## src/rtl/alu_result_serializer_if.sv

```systemverilog
// Response handshake and serial-line bundle for alu_result_serializer.
// Optional crc_corrupt member exists only when ALU_SERIALIZER_CRC_INJECT_EN is defined.
interface alu_result_serializer_if;
    logic        in_valid;
    logic        in_ready;
    logic [31:0] c;
    logic [3:0]  flags;
    logic        is_error;
    logic [2:0]  err_flags;
`ifdef ALU_SERIALIZER_CRC_INJECT_EN
    logic        crc_corrupt;
`endif
    logic        sout;
    logic        busy;

`ifdef ALU_SERIALIZER_CRC_INJECT_EN
    modport master (output in_valid, c, flags, is_error, err_flags, crc_corrupt,
                    input  in_ready, sout, busy);
    modport slave  (input  in_valid, c, flags, is_error, err_flags, crc_corrupt,
                    output in_ready, sout, busy);
`else
    modport master (output in_valid, c, flags, is_error, err_flags,
                    input  in_ready, sout, busy);
    modport slave  (input  in_valid, c, flags, is_error, err_flags,
                    output in_ready, sout, busy);
`endif
endinterface

```

## src/rtl/alu_result_serializer.sv

```systemverilog
// Serial transmitter for ALU responses: 4 DATA frames + CRC3 CTL frame, or one error CTL frame.
// Optional macro ALU_SERIALIZER_CRC_INJECT_EN adds crc_corrupt to flip the sent crc[0].
module alu_result_serializer #(
    parameter int BIT_CYCLES = 1
) (
    input  logic                      clk,
    input  logic                      rst_n,
    alu_result_serializer_if.slave    bus
);
    localparam int CW = (BIT_CYCLES > 1) ? $clog2(BIT_CYCLES) : 1;
    localparam logic [CW-1:0] CYC_LAST = CW'(BIT_CYCLES - 1);

    typedef enum logic [0:0] {IDLE = 1'b0, SEND = 1'b1} state_t;

    function automatic logic [2:0] crc3(input logic [36:0] v);
        logic [2:0] s;
        logic       fb;
        s = 3'b000;
        for (int i = 36; i >= 0; i--) begin
            fb = s[2] ^ v[i];
            s  = {s[1], s[0] ^ fb, fb};
        end
        return s;
    endfunction

    function automatic logic even_parity(input logic [6:0] v);
        return ^v;
    endfunction

    state_t          state_r;
    logic [39:0]     pkt_r;
    logic [2:0]      last_frame_r;
    logic [2:0]      frame_r;
    logic [3:0]      bit_r;
    logic [CW-1:0]   cyc_r;
    logic            sout_r;

    logic            accept_s;
    logic [2:0]      crc_s;
    logic [7:0]      result_ctl_s;
    logic [7:0]      error_ctl_s;
    logic [3:0]      bit_nxt_s;
    logic [7:0]      payload_s;
    logic            next_bit_s;

    // Acceptance and the CTL payloads built from the live inputs at the accepting edge
    always_comb begin
        accept_s = bus.in_valid && (state_r == IDLE);
`ifdef ALU_SERIALIZER_CRC_INJECT_EN
        crc_s = crc3({bus.c, 1'b0, bus.flags}) ^ {2'b00, bus.crc_corrupt};
`else
        crc_s = crc3({bus.c, 1'b0, bus.flags});
`endif
        result_ctl_s = {1'b0, bus.flags, crc_s};
        error_ctl_s  = {1'b1, bus.err_flags, bus.err_flags,
                        even_parity({1'b1, bus.err_flags, bus.err_flags})};
    end

    // Value of the next bit within the current frame (start/stop handled by the FSM)
    always_comb begin
        bit_nxt_s = bit_r + 4'd1;
        case (frame_r)
            3'd0:    payload_s = pkt_r[39:32];
            3'd1:    payload_s = pkt_r[31:24];
            3'd2:    payload_s = pkt_r[23:16];
            3'd3:    payload_s = pkt_r[15:8];
            3'd4:    payload_s = pkt_r[7:0];
            default: payload_s = 8'hFF;
        endcase
        case (bit_nxt_s)
            4'd1:    next_bit_s = (frame_r == last_frame_r);
            4'd10:   next_bit_s = 1'b1;
            default: begin
                if ((bit_nxt_s >= 4'd2) && (bit_nxt_s <= 4'd9)) begin
                    next_bit_s = payload_s[3'(4'd9 - bit_nxt_s)];
                end else begin
                    next_bit_s = 1'b1;
                end
            end
        endcase
    end

    // Packet FSM with frame/bit/cycle counters and the registered serial line
    always_ff @(posedge clk or negedge rst_n) begin
        if (!rst_n) begin
            state_r      <= IDLE;
            pkt_r        <= 40'd0;
            last_frame_r <= 3'd0;
            frame_r      <= 3'd0;
            bit_r        <= 4'd0;
            cyc_r        <= '0;
            sout_r       <= 1'b1;
        end else begin
            case (state_r)
                IDLE: begin
                    if (accept_s) begin
                        state_r <= SEND;
                        frame_r <= 3'd0;
                        bit_r   <= 4'd0;
                        cyc_r   <= '0;
                        sout_r  <= 1'b0;
                        if (bus.is_error) begin
                            pkt_r        <= {error_ctl_s, 32'd0};
                            last_frame_r <= 3'd0;
                        end else begin
                            pkt_r        <= {bus.c, result_ctl_s};
                            last_frame_r <= 3'd4;
                        end
                    end else begin
                        sout_r <= 1'b1;
                    end
                end
                SEND: begin
                    if (cyc_r == CYC_LAST) begin
                        cyc_r <= '0;
                        if (bit_r == 4'd10) begin
                            bit_r <= 4'd0;
                            if (frame_r == last_frame_r) begin
                                state_r <= IDLE;
                                frame_r <= 3'd0;
                                sout_r  <= 1'b1;
                            end else begin
                                frame_r <= frame_r + 3'd1;
                                sout_r  <= 1'b0;
                            end
                        end else begin
                            bit_r  <= bit_nxt_s;
                            sout_r <= next_bit_s;
                        end
                    end else begin
                        cyc_r <= cyc_r + CW'(1);
                    end
                end
                default: begin
                    state_r <= IDLE;
                    sout_r  <= 1'b1;
                end
            endcase
        end
    end

    assign bus.sout     = sout_r;
    assign bus.busy     = (state_r == SEND);
    assign bus.in_ready = (state_r == IDLE) && rst_n;
endmodule

```

## src/flat_wrapper.sv

```systemverilog
// flat-port wrapper written by rule: the top's interface ports become plain ports
module alu_result_serializer_flat 
#(
    parameter int BIT_CYCLES = 1
)
  (clk, rst_n, bus_in_valid, bus_c, bus_flags, bus_is_error, bus_err_flags, bus_in_ready, bus_sout, bus_busy);
  alu_result_serializer_if bus_i ();
  input  logic clk;
  input  logic rst_n;
  input wire logic [$bits(bus_i.in_valid)-1:0] bus_in_valid;
  input wire logic [$bits(bus_i.c)-1:0] bus_c;
  input wire logic [$bits(bus_i.flags)-1:0] bus_flags;
  input wire logic [$bits(bus_i.is_error)-1:0] bus_is_error;
  input wire logic [$bits(bus_i.err_flags)-1:0] bus_err_flags;
  output wire logic [$bits(bus_i.in_ready)-1:0] bus_in_ready;
  output wire logic [$bits(bus_i.sout)-1:0] bus_sout;
  output wire logic [$bits(bus_i.busy)-1:0] bus_busy;
  assign bus_i.in_valid = bus_in_valid;
  assign bus_i.c = bus_c;
  assign bus_i.flags = bus_flags;
  assign bus_i.is_error = bus_is_error;
  assign bus_i.err_flags = bus_err_flags;
  assign bus_in_ready = bus_i.in_ready;
  assign bus_sout = bus_i.sout;
  assign bus_busy = bus_i.busy;
  alu_result_serializer #(.BIT_CYCLES(BIT_CYCLES)) u_core (.clk(clk), .rst_n(rst_n), .bus(bus_i));
endmodule
```

## config.mk

```make
export PLATFORM = sky130hd
export DESIGN_NAME = alu_result_serializer_flat
export DESIGN_NICKNAME = d
export VERILOG_FILES = /design/src/rtl/alu_result_serializer_if.sv /design/src/rtl/alu_result_serializer.sv /design/src/flat_wrapper.sv
export SDC_FILE = /design/constraint.sdc
export NUM_CORES = 1
export LEC_CHECK = 0
export BUFFER_PORTS_ARGS = -buffer_cell sky130_fd_sc_hd__buf_4
export CAP_MARGIN = 20
export CELL_PAD_IN_SITES_DETAIL_PLACEMENT = 0
export CELL_PAD_IN_SITES_GLOBAL_PLACEMENT = 1
export CORE_MARGIN = 8
export CORE_UTILIZATION = 40
export CTS_BUF_LIST = sky130_fd_sc_hd__clkbuf_8
export CTS_CLUSTER_DIAMETER = 200
export DETAILED_ROUTE_END_ITERATION = 6
export PLACE_DENSITY_LB_ADDON = 0.1
export SLEW_MARGIN = 20
export SYNTH_ARGS = -nofsm -noshare
export SYNTH_HDL_FRONTEND = slang
export SYNTH_SLANG_ARGS = --single-unit
```

## constraint.sdc

```tcl
create_clock -name clk -period 3.2 [get_ports clk]
set_clock_uncertainty 0.1 [all_clocks]
set_input_delay 0.64 -clock clk [delete_from_list [all_inputs] [get_ports clk]]
set_output_delay 0.64 -clock clk [all_outputs]
set_load 0.05 [all_outputs]
```

==> out/qor.yml <==
multi_input_area_um2: 1680
ioPinCount: 46
yosys_warnings: 0
post_cts_resized: 0
status: "finished, final reports clean"
ir_drop_v: 0.000266
synth_edf_count: 0
dp_hpwl_um: 5930
final_common_cell: "nand2_1"
drive_above_1_share_pct: 16.7
synthTopCellsByArea: "dfrtp_1, xnor2_1, o21ai_0, nand2_1, nand2b_1"
ctsHoldBuffers: 0
post-cts-setup-buffers: 0
final_cells: 465
path_max_fanout: 16
finalSetupTns_ns: 0
antenna_found_initial: 0
grt_max_degree: 50
dr.pass1.iters: 7
r2r_start: "u_core.bit_r[0]"
slew_headroom_pct: 50.0
yosysSeqAreaShare_pct: 40.7
finish.utilization_pct: 48.5
clock_latency_ns: 0.30
grt_pass1_vias: 2494
crit_required_ns: 3.34
cts_buffer_depth: 2
ant_nets: 0
critPathCaptureType: "register"
syn2layout_area_growth_pct: 17.3
drt_iter0_markers: 179
dieArea_um2: 10600
grt_use_total_pct: 16.1
dieHeight_um: 103
gp_congestion: 0.863
hold_viol: 0
cts_sinks: 49
async_flop_share_pct: 100
arrival_ns: 3.01
hold_path_class: "primary input to asynchronous set/reset pin"
row_count: 31
dp_cells: 457
cts-root-buf: "clkbuf_8"
synth_cells: 334
r2r_slack_ns: 0.33
drc: 0
setup_viol: 0
fin_ws_ns: 0.325
core_area_um2: 7290
p_leak_nw: 1.56
die_w_um: 103
clk_pin_slew_ns: 0.09
antenna_cells: 0
ys.flop_type: "dfrtp_1"
final_nets: 418
vias: 2420
rsz0062_at_grt: "no"
r2r_cells: 11
slew_viol_final: 0
via_per_inst: 5.20
post_drt_wl_per_cell_um: 17.0
final.min_clock_period_ns: 2.87
tightest_slew_ns: 0.750
critPathKind: "register to register"
synth_top_area_share_pct: 39.8
fmax_ghz: 0.348
cts.htree.levels: 2
avgSynthCellArea_um2: 9.03
tritoncts: "done"
mostFrequentLayoutCells: "nand2_1, dfrtp_1, buf_4"
syn_nets: 387
grt_pass1_wl_um: 13000
place_ws_ns: 0.388
cts_buffers: 5
syn-cell-area_um2: 3020
grt-ovfl-total: 0
synth_area_leader_cell: "dfrtp_1"
ys_seq_elements: 49
register_area_um2: 1230
crit_path_start_kind: "register"
power_density_nw_per_um2: 850
period_share_pct: 89.8
initial_core_util_pct: 41.4
synth_cell_types: 42
port_buffers: 45
r2r-end: "u_core.bus.sout"
fillCellCount: 756
routed_wl_um: 7890
drv_cap: 0
==> state kept, by name, summed over array words and instances (netlist names) <==
signal and cells:
u_core.bit_r 4, u_core.bus.busy 1, u_core.bus.sout 1, u_core.frame_r 3
u_core.last_frame_r 1, u_core.pkt_r 39
==> cells by family after synthesis <==
group,synth area share [%]
simple gates,17.8
compound gates,18.1
flops,40.7
xor+xnor,13.5
buf+inv,3.73
fa+ha+maj,4.15
mux,1.99
==> worst max-delay path by stage <==
stage	startpoint	to	depth (start not counted)
floorplan	u_core.bit_r[0]	u_core.bus.sout	11
global placement	u_core.bit_r[0]	u_core.bus.sout	11
detailed placement	u_core.bit_r[0]	u_core.bus.sout	11
CTS	u_core.bit_r[0]	u_core.bus.sout	11
global route	u_core.bit_r[0]	u_core.bus.sout	11
finish	u_core.bit_r[0]	u_core.bus.sout	11
==> cell usage after synthesis, drive strengths merged, types with 2 or more instances <==
library cell	count
clkbuf	18
a211oi	3
a21oi	9
o211ai	2
a222oi	8
a22oi	2
and2	2
o31ai	4
a21boi	3
buf	5
nand2b	28
a32o	2
o2111ai	2
xor2	7
mux2i	6
nor2b	2
inv	6
xnor2	37
ha	10
nor2	8
dfrtp	48
nand2	50
nand3	14
o21ai	42
==> where the power goes <==
group,switching (W),leakage (nW),internal [W]
clock,0.000217,0.0574,0.000254
sequential,0.000219,0.627,0.000874
combinational,0.000810,0.877,0.000633
total,0.00125,1.56,0.00176
==> final cells by class <==
type | count | area share [%]
inverters | 6 | 0.636
multi-input cells | 256 | 47.5
clock buffers | 6 | 2.33
well taps | 99 | 3.50
flip-flops and latches | 49 | 34.7
clock inverters | 2 | 1.06
repair buffers | 47 | 10.3
==> critical path, cell delays in order (launching register included) <==
cell	delay (ns)
dfrtp_1	0.63
ha_1	0.33
xor2_1	0.26
inv_1	0.12
ha_1	0.22
a21o_1	0.15
a211oi_1	0.23
a211oi_1	0.08
o211a_1	0.13
o221ai_1	0.23
o211ai_1	0.13
a21oi_1	0.19
==> per-layer routing <==
metal | wire length (um) | GRT usage, %
met2 | 3930 | 27.3
met1 | 3630 | 20.7
met5 | 0 | 0
met3 | 254 | 2.50
met4 | 72 | 4.34
==> metrics by stage <==
step                      instance area, um2  hold slack (ns)  total power, W
after floorplan                         3020            0.244         0.00213
after global placement                  3420            0.364         0.00252
after detailed placement                3420            0.367         0.00254
after CTS                               3540            0.374         0.00303
after global routing                    3540            0.399         0.00325
final                                   3540            0.339         0.00301
Note: power is estimated with default switching activity, not from simulation.
